### src/rtl/oflow_gate_gen_if.sv
// Bundle of trigger/config inputs, raw ADC overflow flags and gate/overflow
// outputs shared between oflow_gate_gen (slave) and its driver (master).
interface oflow_gate_gen_if #(
    parameter int NCH   = 2,
    parameter int CNT_W = 8
);
    logic             trig;
    logic [CNT_W-1:0] delay;
    logic [CNT_W-1:0] width;
    logic [NCH-1:0]   adc_oflow_raw;
    logic             gate;
    logic             oflow_out;
    logic [NCH-1:0]   oflow_ch;
    logic             busy;

    modport master (
        output trig, delay, width, adc_oflow_raw,
        input  gate, oflow_out, oflow_ch, busy
    );

    modport slave (
        input  trig, delay, width, adc_oflow_raw,
        output gate, oflow_out, oflow_ch, busy
    );
endinterface

### src/rtl/oflow_gate_gen.sv
// oflow_gate_gen: trigger-driven measurement window generator with
// per-channel sticky ADC overflow capture.
//
// A rising trig edge seen while idle starts a window: wait `delay` cycles,
// hold gate high for `width` cycles, then ignore triggers for HOLDOFF cycles.
// Compile-time option OFLOW_DEBOUNCE_EN: when defined, an overflow must be
// present two consecutive cycles before it is reported (oflow_out and
// oflow_ch); otherwise the raw flags are used directly.
module oflow_gate_gen #(
    parameter int NCH     = 2,
    parameter int CNT_W   = 8,
    parameter int HOLDOFF = 16
) (
    input  logic           clk,
    input  logic           rst,
    oflow_gate_gen_if.slave bus
);

    localparam logic [1:0] S_IDLE  = 2'd0;
    localparam logic [1:0] S_DELAY = 2'd1;
    localparam logic [1:0] S_OPEN  = 2'd2;
    localparam logic [1:0] S_HOLD  = 2'd3;

    localparam logic [CNT_W-1:0] HOLD_LD = CNT_W'(HOLDOFF);
    localparam logic [CNT_W-1:0] ONE     = {{(CNT_W-1){1'b0}}, 1'b1};

    // Count down towards zero and stay there; the counter never wraps.
    function automatic logic [CNT_W-1:0] dec_sat(input logic [CNT_W-1:0] v);
        return (v == '0) ? '0 : v - ONE;
    endfunction

    logic [1:0]       state;
    logic [1:0]       state_nx;
    logic [CNT_W-1:0] cnt;
    logic [CNT_W-1:0] cnt_nx;
    logic [CNT_W-1:0] width_lat;
    logic             load_w;

    logic             trig_q;
    logic             armed;
    logic             trig_edge;

    logic             gate_r;
    logic             busy_r;
    logic             oflow_r;
    logic [NCH-1:0]   oflow_ch_r;
    logic [NCH-1:0]   qual;
    logic             oflow_nx;

    // armed stays low while trig has been high continuously since reset, so a
    // trig held across reset release never looks like a fresh edge.
    assign trig_edge = bus.trig & ~trig_q & armed;

`ifdef OFLOW_DEBOUNCE_EN
    logic [NCH-1:0] raw_q;
    logic           any_q;

    // Remember last cycle's raw flags for the two-cycle qualification.
    always_ff @(posedge clk) begin
        if (rst) begin
            raw_q <= '0;
            any_q <= 1'b0;
        end else begin
            raw_q <= bus.adc_oflow_raw;
            any_q <= |bus.adc_oflow_raw;
        end
    end

    assign qual     = bus.adc_oflow_raw & raw_q;
    assign oflow_nx = (|bus.adc_oflow_raw) & any_q;
`else
    assign qual     = bus.adc_oflow_raw;
    assign oflow_nx = |bus.adc_oflow_raw;
`endif

    // Next-state and counter reload for the IDLE/DELAY/OPEN/HOLD sequence.
    always_comb begin
        state_nx = state;
        cnt_nx   = cnt;
        load_w   = 1'b0;
        case (state)
            S_IDLE: begin
                if (trig_edge) begin
                    load_w = 1'b1;
                    if (bus.delay != '0) begin
                        state_nx = S_DELAY;
                        cnt_nx   = bus.delay;
                    end else if (bus.width != '0) begin
                        state_nx = S_OPEN;
                        cnt_nx   = bus.width;
                    end else begin
                        state_nx = S_HOLD;
                        cnt_nx   = HOLD_LD;
                    end
                end
            end
            S_DELAY: begin
                if (cnt > ONE) begin
                    cnt_nx = dec_sat(cnt);
                end else if (width_lat != '0) begin
                    state_nx = S_OPEN;
                    cnt_nx   = width_lat;
                end else begin
                    state_nx = S_HOLD;
                    cnt_nx   = HOLD_LD;
                end
            end
            S_OPEN: begin
                if (cnt > ONE) begin
                    cnt_nx = dec_sat(cnt);
                end else begin
                    state_nx = S_HOLD;
                    cnt_nx   = HOLD_LD;
                end
            end
            S_HOLD: begin
                // A zero holdoff still spends one cycle here.
                if (cnt > ONE) begin
                    cnt_nx = dec_sat(cnt);
                end else begin
                    state_nx = S_IDLE;
                    cnt_nx   = '0;
                end
            end
            default: begin
                state_nx = S_IDLE;
                cnt_nx   = '0;
            end
        endcase
    end

    // Width is captured at the trigger edge so later input changes do not
    // disturb a window already in flight.
    always_ff @(posedge clk) begin
        if (load_w) width_lat <= bus.width;
    end

    // State, counters, edge detector and all registered outputs.
    always_ff @(posedge clk) begin
        if (rst) begin
            state      <= S_IDLE;
            cnt        <= '0;
            trig_q     <= 1'b0;
            armed      <= ~bus.trig;
            gate_r     <= 1'b0;
            busy_r     <= 1'b0;
            oflow_r    <= 1'b0;
            oflow_ch_r <= '0;
        end else begin
            state   <= state_nx;
            cnt     <= cnt_nx;
            trig_q  <= bus.trig;
            armed   <= armed | ~bus.trig;
            gate_r  <= (state_nx == S_OPEN);
            busy_r  <= (state_nx != S_IDLE);
            oflow_r <= oflow_nx;
            if (state_nx == S_OPEN && state != S_OPEN) begin
                oflow_ch_r <= '0;
            end else if (gate_r) begin
                oflow_ch_r <= oflow_ch_r | qual;
            end
        end
    end

    assign bus.gate      = gate_r;
    assign bus.busy      = busy_r;
    assign bus.oflow_out = oflow_r;
    assign bus.oflow_ch  = oflow_ch_r;

endmodule

### src/flat_wrapper.sv
// flat-port wrapper written by rule: the top's interface ports become plain ports
module oflow_gate_gen_flat 
#(
    parameter int NCH     = 2,
    parameter int CNT_W   = 8,
    parameter int HOLDOFF = 16
)
  (clk, rst, bus_trig, bus_delay, bus_width, bus_adc_oflow_raw, bus_gate, bus_oflow_out, bus_oflow_ch, bus_busy);
  oflow_gate_gen_if #(.NCH(NCH), .CNT_W(CNT_W)) bus_i ();
  input  logic clk;
  input  logic rst;
  input wire logic [$bits(bus_i.trig)-1:0] bus_trig;
  input wire logic [$bits(bus_i.delay)-1:0] bus_delay;
  input wire logic [$bits(bus_i.width)-1:0] bus_width;
  input wire logic [$bits(bus_i.adc_oflow_raw)-1:0] bus_adc_oflow_raw;
  output wire logic [$bits(bus_i.gate)-1:0] bus_gate;
  output wire logic [$bits(bus_i.oflow_out)-1:0] bus_oflow_out;
  output wire logic [$bits(bus_i.oflow_ch)-1:0] bus_oflow_ch;
  output wire logic [$bits(bus_i.busy)-1:0] bus_busy;
  assign bus_i.trig = bus_trig;
  assign bus_i.delay = bus_delay;
  assign bus_i.width = bus_width;
  assign bus_i.adc_oflow_raw = bus_adc_oflow_raw;
  assign bus_gate = bus_i.gate;
  assign bus_oflow_out = bus_i.oflow_out;
  assign bus_oflow_ch = bus_i.oflow_ch;
  assign bus_busy = bus_i.busy;
  oflow_gate_gen #(.NCH(NCH), .CNT_W(CNT_W), .HOLDOFF(HOLDOFF)) u_core (.clk(clk), .rst(rst), .bus(bus_i));
endmodule
### config.mk
export PLATFORM = sky130hd
export DESIGN_NAME = oflow_gate_gen_flat
export DESIGN_NICKNAME = d
export VERILOG_FILES = /design/src/rtl/oflow_gate_gen_if.sv /design/src/rtl/oflow_gate_gen.sv /design/src/flat_wrapper.sv
export SDC_FILE = /design/constraint.sdc
export NUM_CORES = 1
export LEC_CHECK = 0
export CELL_PAD_IN_SITES_DETAIL_PLACEMENT = 1
export CELL_PAD_IN_SITES_GLOBAL_PLACEMENT = 2
export CORE_ASPECT_RATIO = 0.5
export CORE_MARGIN = 2
export CORE_UTILIZATION = 32
export CTS_BUF_LIST = sky130_fd_sc_hd__clkbuf_4 sky130_fd_sc_hd__clkbuf_8
export DETAILED_ROUTE_END_ITERATION = 12
export PLACE_DENSITY_LB_ADDON = 0.1
export SYNTH_ARGS = -nofsm -noshare
export SYNTH_HDL_FRONTEND = slang
export SYNTH_SLANG_ARGS = --single-unit
### constraint.sdc
create_clock -name clk -period 2.3 [get_ports clk]
set_clock_uncertainty 0.15 [all_clocks]
set_input_delay 0.46 -clock clk [delete_from_list [all_inputs] [get_ports clk]]
set_output_delay 0.46 -clock clk [all_outputs]
set_load 0.005 [all_outputs]
==> results of run 1 <==
==> flip-flops by register name, indices dropped and copies added, names as in the netlist <==
name and cells:
u_core.bus.busy 1, u_core.trig_q 1, u_core.state 2, u_core.cnt 8, u_core.bus.oflow_out 1, u_core.armed 1, u_core.width_lat 8, u_core.bus.gate 1
u_core.bus.oflow_ch 2
==> worst register-to-register path, delay by kind of cell (launching register included) <==
| family | cells | cell delay [ps] |
|---|---|---|
| AO/OA/AOI/OAI | 3 | 520 |
| adder cells (fa/ha/maj) | 1 | 200 |
| buffers and inverters | 2 | 250 |
| flip-flops | 1 | 410 |
| AND/OR/NAND/NOR | 2 | 590 |
==> timing repair <==
action / CTS / global route
setup buffers: 0 / 0
gates resized for setup: 0 / 4
hold buffers: 0 / 0
pin swaps: 1 / 4
setup endpoints to repair: 2 / 6
==> layout make-up <==
| class | count | area (µm²) |
|---|---|---|
| fillers | 482 | 2060 |
| clock inverters | 1 | 5.00 |
| inverters | 5 | 18.8 |
| multi-input cells | 113 | 727 |
| repair buffers | 51 | 458 |
| well taps | 54 | 67.6 |
| clock buffers | 3 | 41.3 |
| flip-flops and latches | 25 | 582 |
==> layout by cell type (no fill, tap or decap), types with 2 or more instances in the layout <==
cell type	n
or2_2	2
a211oi_1	2
o31ai_1	3
inv_1	4
nor3_1	5
nor4_2	2
nor2_1	16
and3_1	3
nand3_1	5
and2_1	2
clkbuf_8	3
clkdlybuf4s50_1	25
ha_1	2
o211ai_1	3
buf_4	25
a2bb2oi_1	2
edfxtp_1	8
nor4_1	7
or4_4	2
o21ai_0	5
a311oi_1	2
a21oi_1	13
dfxtp_1	16
a211oi_2	3
nand2_1	11
o22ai_1	2
a31oi_1	4
xnor2_1	2
==> power by group <==
part / total, mW / switching [mW] / internal, mW
Sequential: 0.735 / 0.150 / 0.585
Clock: 0.267 / 0.146 / 0.122
Combinational: 1.28 / 0.669 / 0.610
==> stage by stage <==
step                utilization  setup TNS, ps  instances  setup WS [ps]  area (µm²)
CTS                       0.476              0        252           36.3        1890
floorplan                     -              0        149            275        1340
detailed placement        0.464          -1770        248           -307        1840
global placement          0.464          -1520        248           -274        1840
finish                    0.479              0        252           83.7        1900
global route              0.479          -13.6        252          -7.30        1900
==> logic make-up (layout without fill, tap and decap cells) <==
group           count (synthesis)  count (layout)  share of synthesized area
xor+xnor                        3               3                     0.0196
compound gates                 45              45                      0.240
simple gates                   63              63                      0.254
fa+ha+maj                       2               2                     0.0186
buf+inv                        11              60                     0.0345
flops                          25              25                      0.432
==> layer usage <==
layer	wire length [µm]	share of wire	track usage
met2	1730	0.42	0.286
met1	2150	0.53	0.272
met4	29	0.0071	0.0357
met3	158	0.039	0.0413
met5	0	0	0
==> path summary, 6_finish.rpt <==
| check | startpoint | slack (ps) | to |
|---|---|---|---|
| worst max-delay path | bus_delay[1] | 80 | u_core.bus.gate |
| worst min-delay path | u_core.armed | 340 | u_core.armed |
| worst max register to register | u_core.cnt[1] | 130 | u_core.cnt[4] |
| worst min register to register | u_core.armed | 340 | u_core.armed |
==> run metrics, run 1 <==
status=completed; buffer depth of the longest clock path=2; Post-synth top cells=dfxtp_1, nor2_1, a21oi_1; Required @ worst endpoint=2370 ps; Vias=1319; Routed WL=4070 µm; die area=4760 µm²; post-synth net total=172; Crit Path Class=in -> reg; I/O Buffers=25; vias in the first global route=1329; worst-path cell chain=clkdlybuf4s50_1, or4_4, o41ai_4, a211oi_2, buf_4, nor2_2, and2_1; MaxCap Viol Count=0; GP Congestion=0.849; Post-synth EDFFs=8; CTS Buf Count=3; first-pass GRT wire length=6590 µm; leading area contributor after synthesis=dfxtp_1; slew margin rel.=0.666; core area=3960 µm²; Max Transition Viols Final=0; Crit path largest cell delay=590 ps; final cycle utilization of the critical path=0.964; Antenna Nets Post-Route=0; initial antenna violation count=0; Initial Util=0.339; post-synth top area share=0.253; clock latency on the worst-skew pair=270 ps; mean area per synthesized cell=9.01 µm²; top-level port count=26; Crit Path Max Fanout=4; H-tree levels=1; R2R depth=8; ys async rst share=0; Least-Margin Pin Slew=501 ps; synth unique cells=43; CTS tree=done; ranking of synthesized cells by area=dfxtp_1, edfxtp_1, a21oi_1; CP top delay family=simple AND/OR/NAND/NOR gates; Die Y=49.8 µm; 1st-iter DRT viols=59; Final Hold Viols=0; # setup viols final=0; clk sinks=25; Period minus WS final=2220 ps; # rows=16; total congestion overflow=0; IR drop worst, VDD=0.329 mV; sequential area share after synthesis=0.432; Worst EP arrival=2290 ps; yosys warns=0; Avg WL per Cell=16.1 µm; Hold Path Stages=2; drt drc=0; ys flop type=dfxtp_1; Root Driver=clkbuf_8; P_leak=0.735 nW; Mapped Cells=149; post-synthesis register bit count=25; CP endpoint kind=flip-flop; Buffers & Inverters on Critical Path=2; Layout area overhead=41.5%; GRT Overall Usage=0.187; First-pass DRT Iterations=4; hpwl dp=3230 µm; hold_ws=345 ps; Startpoint Class=input pin; FMAX=451 MHz; Antenna Cells=0; largest net degree at the start of global routing=15; Nets=222; Chip Width=95.6 µm; Pwr Density=1200 nW/µm²; mapped cell area=1340 µm²; Via-to-Cell Ratio=5.23; Overall Power=2.28 mW; layout cells sized above 1=0.217; HP Class=reg -> reg; Stages on worst setup path=7; clk slew on worst S/H paths=90 ps; slowest cell on the critical path=or4_4
Note: power is estimated with default switching activity, not from simulation.
==> run 2: changes to the inputs <==
- HOLD_SLACK_MARGIN: not set -> 0.03
==> results of run 2 <==
No change in the layout: final DEF, timing and power equal those of run 1.
==> run 3: changes to the inputs <==
- CTS_BUF_LIST: sky130_fd_sc_hd__clkbuf_4 sky130_fd_sc_hd__clkbuf_8 -> sky130_fd_sc_hd__clkbuf_4
- REMOVE_ABC_BUFFERS: not set -> 1
- SLEW_MARGIN: not set -> 25
==> run 3 against run 2 <==
Net effect: critical path depth is 1 lower; routed wire length increased by 4.2%; die area stayed put; sequential share of layout area hardly changed; fmax increased by 0.42%; largest cell class unchanged.
==> run metrics, run 3 (synthesized netlist as in run 1, its figures left out) <==
# setup viols final=0 (unchanged); Vias=1325 (+0.45%); # rows=16 (unchanged); drt drc=0 (unchanged); biggest regs=u_core.cnt (8), u_core.width_lat (8); vias in the first global route=1365 (+2.7%); Pwr Density=1180 nW/µm² (-1.9%); Period minus WS final=2210 ps (-9.30 ps); slew margin rel.=0.678 (+0.0124); FMAX=453 MHz (+0.42%); hold_ws=361 ps (+16.7 ps); Via-to-Cell Ratio=5.22 (-0.34%); HP Class=reg -> reg; Placed Area=1860 µm² (+0.82%); fillers=483 (+0.21%); Chip Width=95.6 µm (unchanged); H-tree levels=1 (unchanged); slowest cell on the critical path=or4_4; post-layout util=0.478 (-0.000947); clk sinks=25 (unchanged); die area=4760 µm² (unchanged); worst-path cell chain=clkdlybuf4s50_1, or4_4, o41ai_4, a211oi_2, nor4_2, nor3_1; Setup Fix Bufs, Post-CTS=0 (unchanged); Die Y=49.8 µm (unchanged); top-level port count=26 (unchanged); CTS-repair resized insts=0 (unchanged); Antenna Cells=0 (unchanged); Avg WL per Cell=16.7 µm (+3.3%); IR drop worst, VDD=0.358 mV (+9.0%); Crit Path Max Fanout=3 (-1); Buffers & Inverters on Critical Path=1 (-1); clock latency on the worst-skew pair=340 ps (+70 ps); initial antenna violation count=0 (unchanged); Final Hold Viols=0 (unchanged); 1st-iter DRT viols=50 (-15%); setup TNS=0 ps (unchanged); Nets=224 (+0.90%); Startpoint Class=input pin; Max Transition Viols Final=0 (unchanged); Layout area overhead=41.2%; CP top delay family=simple AND/OR/NAND/NOR gates; Initial Util=0.339 (unchanged); layout cells sized above 1=0.210 (-0.00717); CTS Buf Count=3 (unchanged); MaxCap Viol Count=0 (unchanged); most frequent cells in the layout=buf_4, clkdlybuf4s50_1, nor2_1, dfxtp_1, a21oi_1; Antenna Nets Post-Route=0 (unchanged); total congestion overflow=0 (unchanged); CP endpoint kind=flip-flop; Finished Cell Area=1900 µm² (-0.20%); final cycle utilization of the critical path=0.960 (-0.00404); buffer depth of the longest clock path=2 (unchanged); CTS tree=done; status=completed; Crit path largest cell delay=540 ps (-50 ps); unrepaired setup endpoints after global routing=false; P_leak=0.746 nW (+1.6%); largest net degree at the start of global routing=16 (+1); first-pass GRT wire length=6910 µm (+4.8%); core area=3960 µm² (unchanged); Required @ worst endpoint=2370 ps (about the same); Worst EP arrival=2280 ps (about the same); I/O Buffers=25 (unchanged); CTS Hold Bufs=0 (unchanged); Routed WL=4240 µm (+4.2%); GRT Overall Usage=0.198 (+0.0110); Least-Margin Pin Slew=481 ps (-19.4 ps); Root Driver=clkbuf_4; Crit Path Class=in -> reg; GP Congestion=0.799 (-5.9%); hpwl dp=3460 µm (+7.4%); First-pass DRT Iterations=4 (unchanged); commonest non-fill, non-tap cell in the layout=buf_4; clk slew on worst S/H paths=150 ps (+60 ps)
==> run 3: final timing paths <==
kind                 start                     end  slack [ps]  depth (start not counted)
min           u_core.armed            u_core.armed         360                          2
max reg2reg  u_core.cnt[1]         u_core.bus.gate         150                          8
max           bus_delay[5]  u_core.bus.oflow_ch[1]          90                          6
min reg2reg   u_core.armed            u_core.armed         360                          2
==> run 3: worst reg2reg max path: stages (launching register included) <==
cell	delay, ps
dfxtp_1	420
inv_1	80
ha_1	200
or2_2	320
and3_1	260
a211oi_2	270
buf_4	160
nor2_1	40
and2_1	160
==> run 3: through the flow <==
step / setup WS, ps / instances / power (mW)
floorplan: 275 / 143 / 1.48
global placement: -270 / 250 / 2.00
detailed placement: -316 / 250 / 2.02
CTS: 60.1 / 254 / 2.25
global route: 18.2 / 254 / 2.42
finish: 93.0 / 254 / 2.23
==> run 3: per-layer routing <==
metal / global-route usage / share of wire
met4: 0.0476 / 0.0092
met5: 0 / 0
met3: 0.0566 / 0.051
met1: 0.283 / 0.53
met2: 0.294 / 0.41
==> run 3: area by class of cell <==
type	count	area [µm²]	area share
multi-input cells	113	721	0.380
clock inverters	1	7.51	0.00396
well taps	54	67.6	0.0356
clock buffers	3	22.5	0.0119
repair buffers	53	478	0.252
flip-flops and latches	25	581	0.306
inverters	5	18.8	0.00990
==> run 3: report_power, final <==
group | internal (mW) | switching [mW] | total (mW)
Clock | 0.0668 | 0.148 | 0.215
Sequential | 0.583 | 0.150 | 0.733
Combinational | 0.617 | 0.669 | 1.29
